===== config.mk =====
export PLATFORM = sky130hd
export DESIGN_NAME = wb_arbiter
export DESIGN_NICKNAME = d
export VERILOG_FILES = /design/src/rtl/wb_arbiter_pkg.sv /design/src/rtl/wb_arbiter_fifo.sv /design/src/rtl/wb_arbiter.sv
export SDC_FILE = /design/constraint.sdc
export NUM_CORES = 1
export LEC_CHECK = 0
export CORE_UTILIZATION = 47
export DETAILED_ROUTE_END_ITERATION = 10
export PLACE_DENSITY = 0.81
export SLEW_MARGIN = 15
export SYNTH_ARGS = -nofsm -noshare
export SYNTH_HDL_FRONTEND = slang
export SYNTH_SLANG_ARGS = --single-unit

===== constraint.sdc =====
create_clock -name clk -period 4 [get_ports clk]
set_clock_uncertainty 0.05 [all_clocks]
set_input_delay 0.8 -clock clk [delete_from_list [all_inputs] [get_ports clk]]
set_output_delay 0.8 -clock clk [all_outputs]
set_load 0.05 [all_outputs]

===== src/rtl/wb_arbiter_pkg.sv =====
// Shared core definitions for the writeback arbiter: register/data widths,
// default sizing and the MDU result buffer entry type.
`ifndef RF_RANGE
`define RF_RANGE 4:0
`endif
`ifndef DATA_RANGE
`define DATA_RANGE 31:0
`endif

package wb_arbiter_pkg;

    localparam int STARVE_MAX_DEFAULT = 4;
    localparam int FIFO_DEPTH_DEFAULT = 2;

    typedef struct packed {
        logic [`RF_RANGE]   regid;
        logic [`DATA_RANGE] data;
    } wb_mdu_entry_t;

endpackage


===== src/rtl/wb_arbiter_fifo.sv =====
// Synchronous FIFO holding MDU results; the head is read combinationally so
// the arbiter can grant it in the same cycle it becomes visible.
module wb_fifo #(
    parameter int  DEPTH = 2,
    parameter type T     = logic
) (
    input  logic clk,
    input  logic rst,
    input  logic push,
    input  T     din,
    input  logic pop,
    output T     dout,
    output logic full,
    output logic empty
);

    localparam int AW = $clog2(DEPTH);

    T           r_mem [DEPTH];
    logic [AW:0] r_wr_ptr;
    logic [AW:0] r_rd_ptr;
    logic        w_do_push;
    logic        w_do_pop;

    assign empty     = (r_wr_ptr == r_rd_ptr);
    assign full      = (r_wr_ptr[AW] != r_rd_ptr[AW]) &&
                       (r_wr_ptr[AW-1:0] == r_rd_ptr[AW-1:0]);
    assign w_do_push = push && !full;
    assign w_do_pop  = pop && !empty;
    assign dout      = r_mem[r_rd_ptr[AW-1:0]];

    always_ff @(posedge clk) begin
        if (w_do_push) begin
            r_mem[r_wr_ptr[AW-1:0]] <= din;
        end
    end

    always_ff @(posedge clk) begin
        if (rst) begin
            r_wr_ptr <= '0;
            r_rd_ptr <= '0;
        end else begin
            if (w_do_push) begin
                r_wr_ptr <= r_wr_ptr + 1'b1;
            end
            if (w_do_pop) begin
                r_rd_ptr <= r_rd_ptr + 1'b1;
            end
        end
    end

endmodule


===== src/rtl/wb_arbiter.sv =====
// Register-file write port arbiter between the pipeline WB stage and buffered
// MDU results, with starvation-forced stalls and an MDU busy scoreboard.
module wb_arbiter
    import wb_arbiter_pkg::*;
#(
    parameter int STARVE_MAX = STARVE_MAX_DEFAULT,
    parameter int FIFO_DEPTH = FIFO_DEPTH_DEFAULT
) (
    input  logic        clk,
    input  logic        rst,
    input  logic        wb_flush,
    input  logic        pipe_reg_write,
    input  logic [4:0]  pipe_reg_regid,
    input  logic [31:0] pipe_reg_writedata,
    input  logic        mdu_issue,
    input  logic [4:0]  mdu_issue_regid,
    input  logic        mdu_valid,
    output logic        mdu_ready,
    input  logic [4:0]  mdu_regid,
    input  logic [31:0] mdu_writedata,
    output logic        wb_stall,
    output logic        rf_write,
    output logic [4:0]  rf_regid,
    output logic [31:0] rf_writedata,
    output logic [31:0] busy_mask
);

    localparam int SW = $clog2(STARVE_MAX + 1);

    wb_mdu_entry_t w_push_entry;
    wb_mdu_entry_t w_head;
    logic          w_fifo_full;
    logic          w_fifo_empty;
    logic          w_fifo_nonempty;
    logic          w_push;
    logic          w_pipe_req;
    logic          w_starved;
    logic          w_grant_fifo;
    logic          w_grant_pipe;
    logic [SW-1:0] r_starve_cnt;
    logic [31:1]   r_busy;
    logic [31:1]   w_busy_next;

    assign w_push_entry    = '{regid: mdu_regid, data: mdu_writedata};
    assign mdu_ready       = ~w_fifo_full;
    assign w_push          = mdu_valid & ~w_fifo_full;
    assign w_fifo_nonempty = ~w_fifo_empty;
    assign w_pipe_req      = pipe_reg_write & ~wb_flush & (pipe_reg_regid != 5'd0);
    assign w_starved       = (r_starve_cnt == SW'(STARVE_MAX));

    wb_fifo #(
        .DEPTH (FIFO_DEPTH),
        .T     (wb_mdu_entry_t)
    ) u_fifo (
        .clk   (clk),
        .rst   (rst),
        .push  (w_push),
        .din   (w_push_entry),
        .pop   (w_grant_fifo),
        .dout  (w_head),
        .full  (w_fifo_full),
        .empty (w_fifo_empty)
    );

    // Grants are blocked during reset so a discarded entry never reaches the RF.
    always_comb begin
        w_grant_fifo = 1'b0;
        w_grant_pipe = 1'b0;
        wb_stall     = 1'b0;
        rf_write     = 1'b0;
        rf_regid     = '0;
        rf_writedata = '0;
        if (!rst) begin
            if (w_fifo_nonempty && w_starved) begin
                w_grant_fifo = 1'b1;
                wb_stall     = 1'b1;
            end else if (w_pipe_req) begin
                w_grant_pipe = 1'b1;
            end else if (w_fifo_nonempty) begin
                w_grant_fifo = 1'b1;
            end
        end
        if (w_grant_pipe) begin
            rf_write     = 1'b1;
            rf_regid     = pipe_reg_regid;
            rf_writedata = pipe_reg_writedata;
        end else if (w_grant_fifo) begin
            rf_write     = (w_head.regid != 5'd0);
            rf_regid     = w_head.regid;
            rf_writedata = w_head.data;
        end
    end

    always_ff @(posedge clk) begin
        if (rst) begin
            r_starve_cnt <= '0;
        end else if (!w_fifo_nonempty || w_grant_fifo) begin
            r_starve_cnt <= '0;
        end else if (!w_starved) begin
            r_starve_cnt <= r_starve_cnt + SW'(1);
        end
    end

    // A new issue to a register overrides the retirement of an older result.
    generate
        for (genvar gi = 1; gi < 32; gi++) begin : g_busy
            assign w_busy_next[gi] =
                (mdu_issue && (mdu_issue_regid == 5'(gi))) ? 1'b1 :
                (w_grant_fifo && (w_head.regid == 5'(gi))) ? 1'b0 :
                r_busy[gi];
        end
    endgenerate

    always_ff @(posedge clk) begin
        if (rst) begin
            r_busy <= '0;
        end else begin
            r_busy <= w_busy_next;
        end
    end

    assign busy_mask = {r_busy, 1'b0};

endmodule

==> impl_metrics.toml, run 1 <==
[worst_setup_path]
cp_cell_sequence = "clkdlybuf4s50_1 > nor3_2 > a211oi_4 > nand2b_1 > buf_4 > o2bb2ai_1 > buf_12"
r2r-end = "r_busy[10]$_SDFFE_PP0P_"
critPathLaunchType = "input port"
crit_arrival_ns = 2.84
required_ns = 3.15
r2r_slack_ns = 1.29
critPathTopFamily = "buffers and inverters"
crit_slowest_cell = "clkdlybuf4s50_1"
rr_worst_depth = 5
crit_type = "input port to output port"
cp_num_buf_inv = 3
crit_path_end_kind = "output port"
critical_path.max_fanout = 26
critPathMaxStageDelay_ns = 0.49

[route]
drt_iter0_drc = 266
drc_errors = 0
viasPerCell = 5.86
vias = 4206
wl_um = 14700
drt_first_pass_iters = 5
wl_per_cell_um = 20.5
drtAntennaViolNets = 0

[yosys]
syn-num-nets = 498
synth_area_mm2 = 0.00512
synthArstFlopShare_pct = 0
yosysTopAreaCell = "edfxtp_1"
synth_cells = 411
synth.cells.most_frequent = "74 x edfxtp_1, 39 x dfxtp_1, 37 x mux2i_1"
ys_types = 50
ys_ff_latch = 113
synthFlopType = "edfxtp_1"
synth_top_area_share_pct = 43.4
synth_area_leaders = "edfxtp_1 43%, dfxtp_1 15%, mux2i_1 7.2%"
ys_seq_area_share_pct = 58.6
yosys.cell_count.top_type = "edfxtp_1"
syn-mean-instance-area_um2 = 12.5
yosys_warnings = 0
synth-edff-count = 74

[floorplan]
design.core.area_mm2 = 0.0105
pin_count = 157
initial_core_util_pct = 49.0
rows = 37
die_area_mm2 = 0.0113
die_w_um = 106
die_y_um = 106

[sta]
rsz0062_at_grt = "false"
fin_crit_sh_pct = 92.3
setup-violations-final = 0
final-hold-violation-count = 0
tightest_slew_ns = 0.911
relSlewSlack_pct = 39.3
whs_ns = 0.443
min_period_ns = 3.69
fmax_mhz = 271
finalMaxSlewViolations = 0

[hold_path]
hold_path.class = "flop to flop"
hold_path_depth = 1
hp-start = "r_starve_cnt[0]$_SDFFE_PP0P_"
hold_end = "r_starve_cnt[0]$_SDFFE_PP0P_"

[clock_network]
cts_root_buf = "clkbuf_8"
clk_latency_ns = 0.52
cts_tree = "done"
cts_inserted_buffers = 17
cts_sinks = 113
clockBufferDepth = 2
cts_max_level = 4
path_clk_slew_ns = 0.06
post_cts_resized = 0

[global_route]
grt_max_degree = 38
grt.total_usage_pct = 26.9
grt_pass1_vias = 4173
antenna_found_initial = 1
grt_overflow_total = 0
grt_pass1_wl_um = 22400

[power]
ir_drop_mv = 0.437
p_per_area_mw_per_mm2 = 658
leakage_nw = 2.67
power_mw = 5.10

[layout]
layout-drive-gt1-share_pct = 16.9
nets = 656
area_growth_pct = 51.1

[placed_design]
place_congestion = 0.898
post-dp-hpwl_um = 9670
port_buffers = 155

[status]
outcome = "complete, no violations"

[run]
maxCapViolations = 0
-- cells in the final DEF (no fill, tap or decap), types with 18 or more instances in the layout --
| master | count |
|---|---|
| clkdlybuf4s50_1 | 116 |
| nor3_1 | 30 |
| buf_12 | 38 |
| mux2i_1 | 37 |
| dfxtp_1 | 38 |
| a211oi_1 | 18 |
| o2bb2ai_1 | 36 |
| nor2_1 | 34 |
| a21oi_1 | 26 |
| edfxtp_1 | 74 |
-- per-layer routing --
layer,track usage [%],vias up,part of all wire [%]
li1,-,1908,-
met1,31.4,2008,38
met2,45.3,267,51
met3,8.28,23,9.1
met4,11.8,0,2.3
met5,0,-,0
-- how the worst max path moves through the flow --
stage	start	end	slack, ns	depth (start not counted)
3_3_place_gp	pipe_reg_regid[0]	rf_writedata[17]	0.03	7
5_1_grt	pipe_reg_regid[1]	rf_writedata[8]	0.27	7
2_1_floorplan	pipe_reg_regid[0]	rf_writedata[15]	0.73	6
3_5_place_dp	pipe_reg_regid[1]	rf_writedata[7]	-0.05	7
4_1_cts	pipe_reg_regid[1]	rf_writedata[16]	0.31	7
6_report	pipe_reg_regid[1]	rf_writedata[16]	0.31	7
-- per-stage QoR --
stage               cells  area [um2]  setup slack, ns  util [%]  setup TNS (ns)
floorplan             411        5120            0.730         -               0
global placement      685        7110           0.0262      68.0               0
detailed placement    685        7110          -0.0489      68.0          -0.709
CTS                   717        7740            0.314      74.0               0
global route          718        7740            0.266      74.0               0
finish                718        7740            0.310      74.0               0
-- flip-flops by register name, indices dropped and copies added (netlist names), named ones only --
signal / cells
u_fifo.r_rd_ptr: 2
r_starve_cnt: 3
u_fifo.r_mem: 74
u_fifo.r_wr_ptr: 2
r_busy: 31
-- layout make-up --
type / count / area, um2
clock buffer: 17 / 414
clock inverter: 14 / 204
multi-input combinational: 265 / 1920
inverter: 8 / 30.0
antenna: 1 / 2.50
fill: 667 / 2720
sequential: 113 / 3000
tap: 136 / 170
timing repair buffer: 164 / 2000
-- cell families (layout without fill, tap and decap cells) --
logic type                 count (synthesis)  after routing  synth area share (%)
buffers and inverters                     33            203                  4.15
other                                      1              2                0.0732
AOI/OAI and AO/OA                        114            114                  16.6
adders and majority gates                  2              2                 0.488
muxes                                     38             38                  7.45
DFF                                      113            113                  58.6
xor gates and xnor gates                   6              6                  1.54
and+or+nand+nor                          104            104                  11.1
-- power by group --
part | total (mW) | internal [mW] | switching (mW)
registers | 1.59 | 1.44 | 0.153
logic | 1.92 | 0.809 | 1.11
clock network | 1.59 | 1.02 | 0.569
-- repair_timing --
action / in CTS / in global routing
endpoints found under the setup margin: 20 / 0
hold buffers: 0 / 0
buffers inserted: 1 / 0
No activity file was read; power rests on OpenSTA's default activity.
==> run 2: changes to the inputs <==
CORE_MARGIN = 1.5   (was not set)
==> run 2 against run 1 <==
Non-clock buffer count is 1 lower. Cell area is 1.0% lower. Combinational power hardly changed. Hold slack worse by 0.038 ns. Count of clock-buffer cells in the layout stayed put. Flip-flop and latch count stayed put. Core utilization is 0.77 points lower. Clock power is 16% lower. Wire length is 3.9% lower. Largest cell class unchanged. Die area is 1.9% higher. Maximum frequency is 4.4% higher. Total power is 5.0% lower.
==> impl_metrics.toml, run 2 (same netlist as run 1, synthesis figures left out) <==
[sta]
min_period_ns = 3.54
rsz0062_at_grt = "false"
fmax_mhz = 283
tightest_slew_ns = 0.857
finalSetupTns_ns = 0
whs_ns = 0.404
fin_crit_sh_pct = 88.4
setup-violations-final = 0
final-hold-violation-count = 0
relSlewSlack_pct = 42.6
finalMaxSlewViolations = 0

[route]
vias = 4139
drt_first_pass_iters = 5
wl_um = 14200
wl_per_cell_um = 19.7
viasPerCell = 5.77
drc_errors = 0
drt_iter0_drc = 212
drtAntennaViolNets = 0

[power]
p_int_mw = 3.06
power.switching_mw = 1.79
ir_drop_mv = 0.415
clkPwrFrac_pct = 27.7
leakage_nw = 2.63
comb_power_share_pct = 39.9
power_mw = 4.84
p_per_area_mw_per_mm2 = 632
switching_share_pct = 36.9
seqPwrFrac_pct = 32.4

[worst_setup_path]
critPathLaunchType = "input port"
cp_num_buf_inv = 3
crit_arrival_ns = 2.69
cp_cell_sequence = "clkdlybuf4s50_1 > nor3_2 > a211oi_4 > nand2b_1 > buf_4 > o2bb2ai_1 > buf_12"
crit_type = "input port to output port"
critPathMaxStageDelay_ns = 0.46
critPathTopFamily = "buffers and inverters"
required_ns = 3.15
crit_slowest_cell = "clkdlybuf4s50_1"
critical_path.max_fanout = 23
crit_path_end_kind = "output port"

[layout]
nets = 655
largest_reg_flops = 74
area_growth_pct = 49.6
final_area_mm2 = 0.00766
n_antenna_cell = 0
layout-drive-gt1-share_pct = 16.7
final_cell_mix = "116 x clkdlybuf4s50_1, 74 x edfxtp_1, 39 x buf_12, 38 x dfxtp_1, 37 x mux2i_1"
final_common_cell = "clkdlybuf4s50_1"
n_fill_cell = 671

[clock_network]
holdBufCountCts = 0
post-cts-setup-buffers = 0
cts_tree = "done"
clockBufferDepth = 2
cts_max_level = 4
path_clk_slew_ns = 0.05
cts_root_buf = "clkbuf_8"
cts_inserted_buffers = 17
clk_latency_ns = 0.52
cts_sinks = 113
post_cts_resized = 0

[run]
maxCapViolations = 0

[floorplan]
pin_count = 157
die_area_mm2 = 0.0115
rows = 37
initial_core_util_pct = 49.0
die_w_um = 107
die_y_um = 107
design.core.area_mm2 = 0.0105

[status]
outcome = "complete, no violations"

[global_route]
grt_pass1_vias = 4200
grt_max_degree = 37
grt_pass1_wl_um = 21800
antenna_found_initial = 0
grt_overflow_total = 0
grt.total_usage_pct = 25.3

[placed_design]
post-dp-hpwl_um = 9710
place_congestion = 0.924
postPlaceCellArea_mm2 = 0.00713
port_buffers = 155

[hold_path]
hold_path.class = "flop to flop"
run 2: cell types whose count changed in the layout (fill, tap and decap cells not counted), moves of 2 or more:
cell and change:
bufinv_16 -3, inv_6 -4, clkinv_2 +5, buf_4 -2
clkinvlp_4 +3
run 2: through the flow:
step	setup WS [ns]	instances	util, %
after floorplan	0.730	411	-
after global placement	0.582	685	68.1
after detailed placement	0.538	685	68.1
after CTS	0.485	717	73.2
after global routing	0.418	717	73.2
final	0.465	717	73.2
run 2: layer usage:
layer  global-route usage (%)  part of all wire (%)  up-vias
met5                        0                     0        -
met4                     9.21                   1.5        0
met3                     9.14                   9.6       21
met2                     42.5                    50      234
met1                     29.8                    39     1987
li1                         -                     -     1897
run 2: final cells by class:
| class | instances | area, um2 | area share (%) |
|---|---|---|---|
| clock inverter | 15 | 121 | 1.58 |
| sequential | 113 | 3000 | 39.2 |
| tap | 136 | 170 | 2.22 |
| clock buffer | 17 | 414 | 5.40 |
| multi-input combinational | 265 | 1920 | 25.1 |
| inverter | 8 | 30.0 | 0.392 |
| timing repair buffer | 163 | 2000 | 26.1 |
run 2: worst paths after layout:
path / startpoint / to / slack [ns] / cells after the start
max: pipe_reg_regid[0] / rf_writedata[30] / 0.46 / 7
min: r_starve_cnt[0]$_SDFFE_PP0P_ / r_starve_cnt[0]$_SDFFE_PP0P_ / 0.40 / 1
max reg2reg: flop / r_busy[11]$_SDFFE_PP0P_ / 1.77 / 4
min reg2reg: r_starve_cnt[0]$_SDFFE_PP0P_ / r_starve_cnt[0]$_SDFFE_PP0P_ / 0.40 / 1
run 2: power groups by stage:
stage               combinational [mW]  clock, mW  sequential (mW)
floorplan                         1.18          0             1.52
global placement                  1.89          0             1.57
detailed placement                1.92          0             1.59
CTS                               1.94       1.36             1.57
global route                      2.02       1.41             1.58
finish                            1.93       1.34             1.57
==> run 3: changes to the inputs <==
PLACE_DENSITY = 0.8   (was 0.81)
==> run 3 against run 2 <==
Critical path depth unchanged. Core utilization up 0.62 points. Maximum frequency down 7.4%. Sequential power about the same. Total power up 4.7%. Highest routed layer unchanged. Count of clock-buffer cells in the layout up 2. Sequential share of layout area down 0.33 points. Cell area up 0.85%.
==> impl_metrics.toml, run 3 (same netlist as run 1, synthesis figures left out) <==
[placed_design]
port_buffers = 155
dp_slack_ns = -0.0471
post-dp-hpwl_um = 9890
place_congestion = 0.847

[clock_network]
holdBufCountCts = 0
cts_inserted_buffers = 17
clockBufferDepth = 2
cts_sinks = 113
cts_tree = "done"
cts_max_level = 4
post_cts_resized = 0
clk_latency_ns = 0.52
path_clk_slew_ns = 0.05
cts_root_buf = "clkbuf_8"

[power]
ir_drop_mv = 0.449
leakage_nw = 2.67
p_per_area_mw_per_mm2 = 656

[worst_setup_path]
cp_cell_sequence = "clkdlybuf4s50_1 > nor3_2 > a211oi_4 > nand2b_1 > buf_4 > o2bb2ai_1 > buf_12"
crit_arrival_ns = 2.97
required_ns = 3.15
crit_path_end_kind = "output port"
r2r-end = "r_busy[30]$_SDFFE_PP0P_"
critical_path.max_fanout = 36
critPathMaxStageDelay_ns = 0.47
rr_worst_depth = 4
r2r_slack_ns = 1.52
crit_type = "input port to output port"
crit_slowest_cell = "clkdlybuf4s50_1"
critPathLaunchType = "input port"

[floorplan]
initial_core_util_pct = 49.0
die_w_um = 107
rows = 37
pin_count = 157
die_y_um = 107
die_area_mm2 = 0.0115
design.core.area_mm2 = 0.0105

[hold_path]
hold_path.class = "flop to flop"
hold_path_depth = 1
hp-start = "r_starve_cnt[0]$_SDFFE_PP0P_"
hold_end = "r_starve_cnt[0]$_SDFFE_PP0P_"

[status]
outcome = "complete, no violations"

[route]
viasPerCell = 5.80
wl_um = 14700
drtAntennaViolNets = 0
drt_iter0_drc = 215
drt_first_pass_iters = 5
vias = 4158
wl_per_cell_um = 20.5
drc_errors = 0

[sta]
finalSetupTns_ns = 0
min_period_ns = 3.82
rsz0062_at_grt = "false"
fin_crit_sh_pct = 95.4
setup-violations-final = 0
tightest_slew_ns = 0.997
finalMaxSlewViolations = 0
final-hold-violation-count = 0
setup_ws_ns = 0.182
relSlewSlack_pct = 33.5
fmax_mhz = 262

[global_route]
antenna_found_initial = 0
grt.total_usage_pct = 26.7
grt_overflow_total = 0
grt_pass1_wl_um = 23000
grt_max_degree = 38
grt_pass1_vias = 4278

[layout]
final_common_cell = "clkdlybuf4s50_1"
final_cell_mix = "116 x clkdlybuf4s50_1, 74 x edfxtp_1, 38 x buf_12, 38 x dfxtp_1, 37 x mux2i_1"
n_antenna_cell = 0
nets = 655
fin_util_pct = 73.9
area_growth_pct = 50.9
largest_reg_flops = 74
n_fill_cell = 702
ff_latch_area_mm2 = 0.00300
layout-drive-gt1-share_pct = 16.0
multiInputGateArea_mm2 = 0.00192

[run]
maxCapViolations = 0
run 3: cell types whose count changed in the layout (fill, tap and decap cells not counted), sizes merged:
cell      before  now
bufinv         1    5
clkbuf        17   19
clkinvlp       6    2
clkinv         8    6
run 3: worst max-delay path by stage:
stage | slack [ns] | to | depth (start not counted) | from
after CTS | 0.19 | rf_writedata[30] | 7 | pipe_reg_regid[0]
after global placement | 0.02 | rf_writedata[2] | 7 | pipe_reg_regid[2]
after detailed placement | -0.05 | rf_writedata[30] | 7 | pipe_reg_regid[2]
after floorplan | 0.73 | rf_writedata[15] | 6 | pipe_reg_regid[0]
after global routing | 0.09 | rf_writedata[30] | 7 | pipe_reg_regid[2]
final | 0.18 | rf_writedata[30] | 7 | pipe_reg_regid[0]
run 3: metal layers:
layer  track usage (%)  part of all wire [%]  vias up
li1                  -                     -     1902
met1              33.3                    38     1971
met2              44.3                    50      256
met3              7.45                   9.2       29
met4              9.96                   2.5        0
met5                 0                     0        -
run 3: through the flow:
| stage | total power [mW] | area [um2] | cells | hold slack, ns |
|---|---|---|---|---|
| finish | 5.07 | 7730 | 717 | 0.401 |
| global route | 5.25 | 7730 | 717 | 0.429 |
| CTS | 5.09 | 7730 | 717 | 0.399 |
| detailed placement | 3.50 | 7110 | 684 | 0.387 |
| global placement | 3.46 | 7110 | 684 | 0.380 |
| floorplan | 2.70 | 5120 | 411 | 0.367 |
run 3: what timing repair did:
action / in CTS / in global routing
endpoints found under the setup margin: 20 / 0
buffers inserted: 1 / 0
hold endpoints to repair: 0 / 0
run 3: critical path: cells and delay by family:
kind / cells / cell delay (ns)
buffers and inverters: 3 / 0.95
AO/OA/AOI/OAI: 2 / 0.51
AND/OR/NAND/NOR: 2 / 0.67
run 3: report_power, final:
part / internal (mW) / switching, mW / leakage, nW
registers: 1.44 / 0.160 / 1.01
clock network: 1.06 / 0.510 / 0.294
logic: 0.804 / 1.09 / 1.37
total: 3.30 / 1.76 / 2.67
run 3: layout make-up:
cell class / count / area share (%)
multi-input cells: 265 / 24.9
repair buffers: 163 / 25.7
flip-flops and latches: 113 / 38.9
clock buffers: 19 / 5.46
inverters: 8 / 0.389
well taps: 136 / 2.20
clock inverters: 13 / 2.48
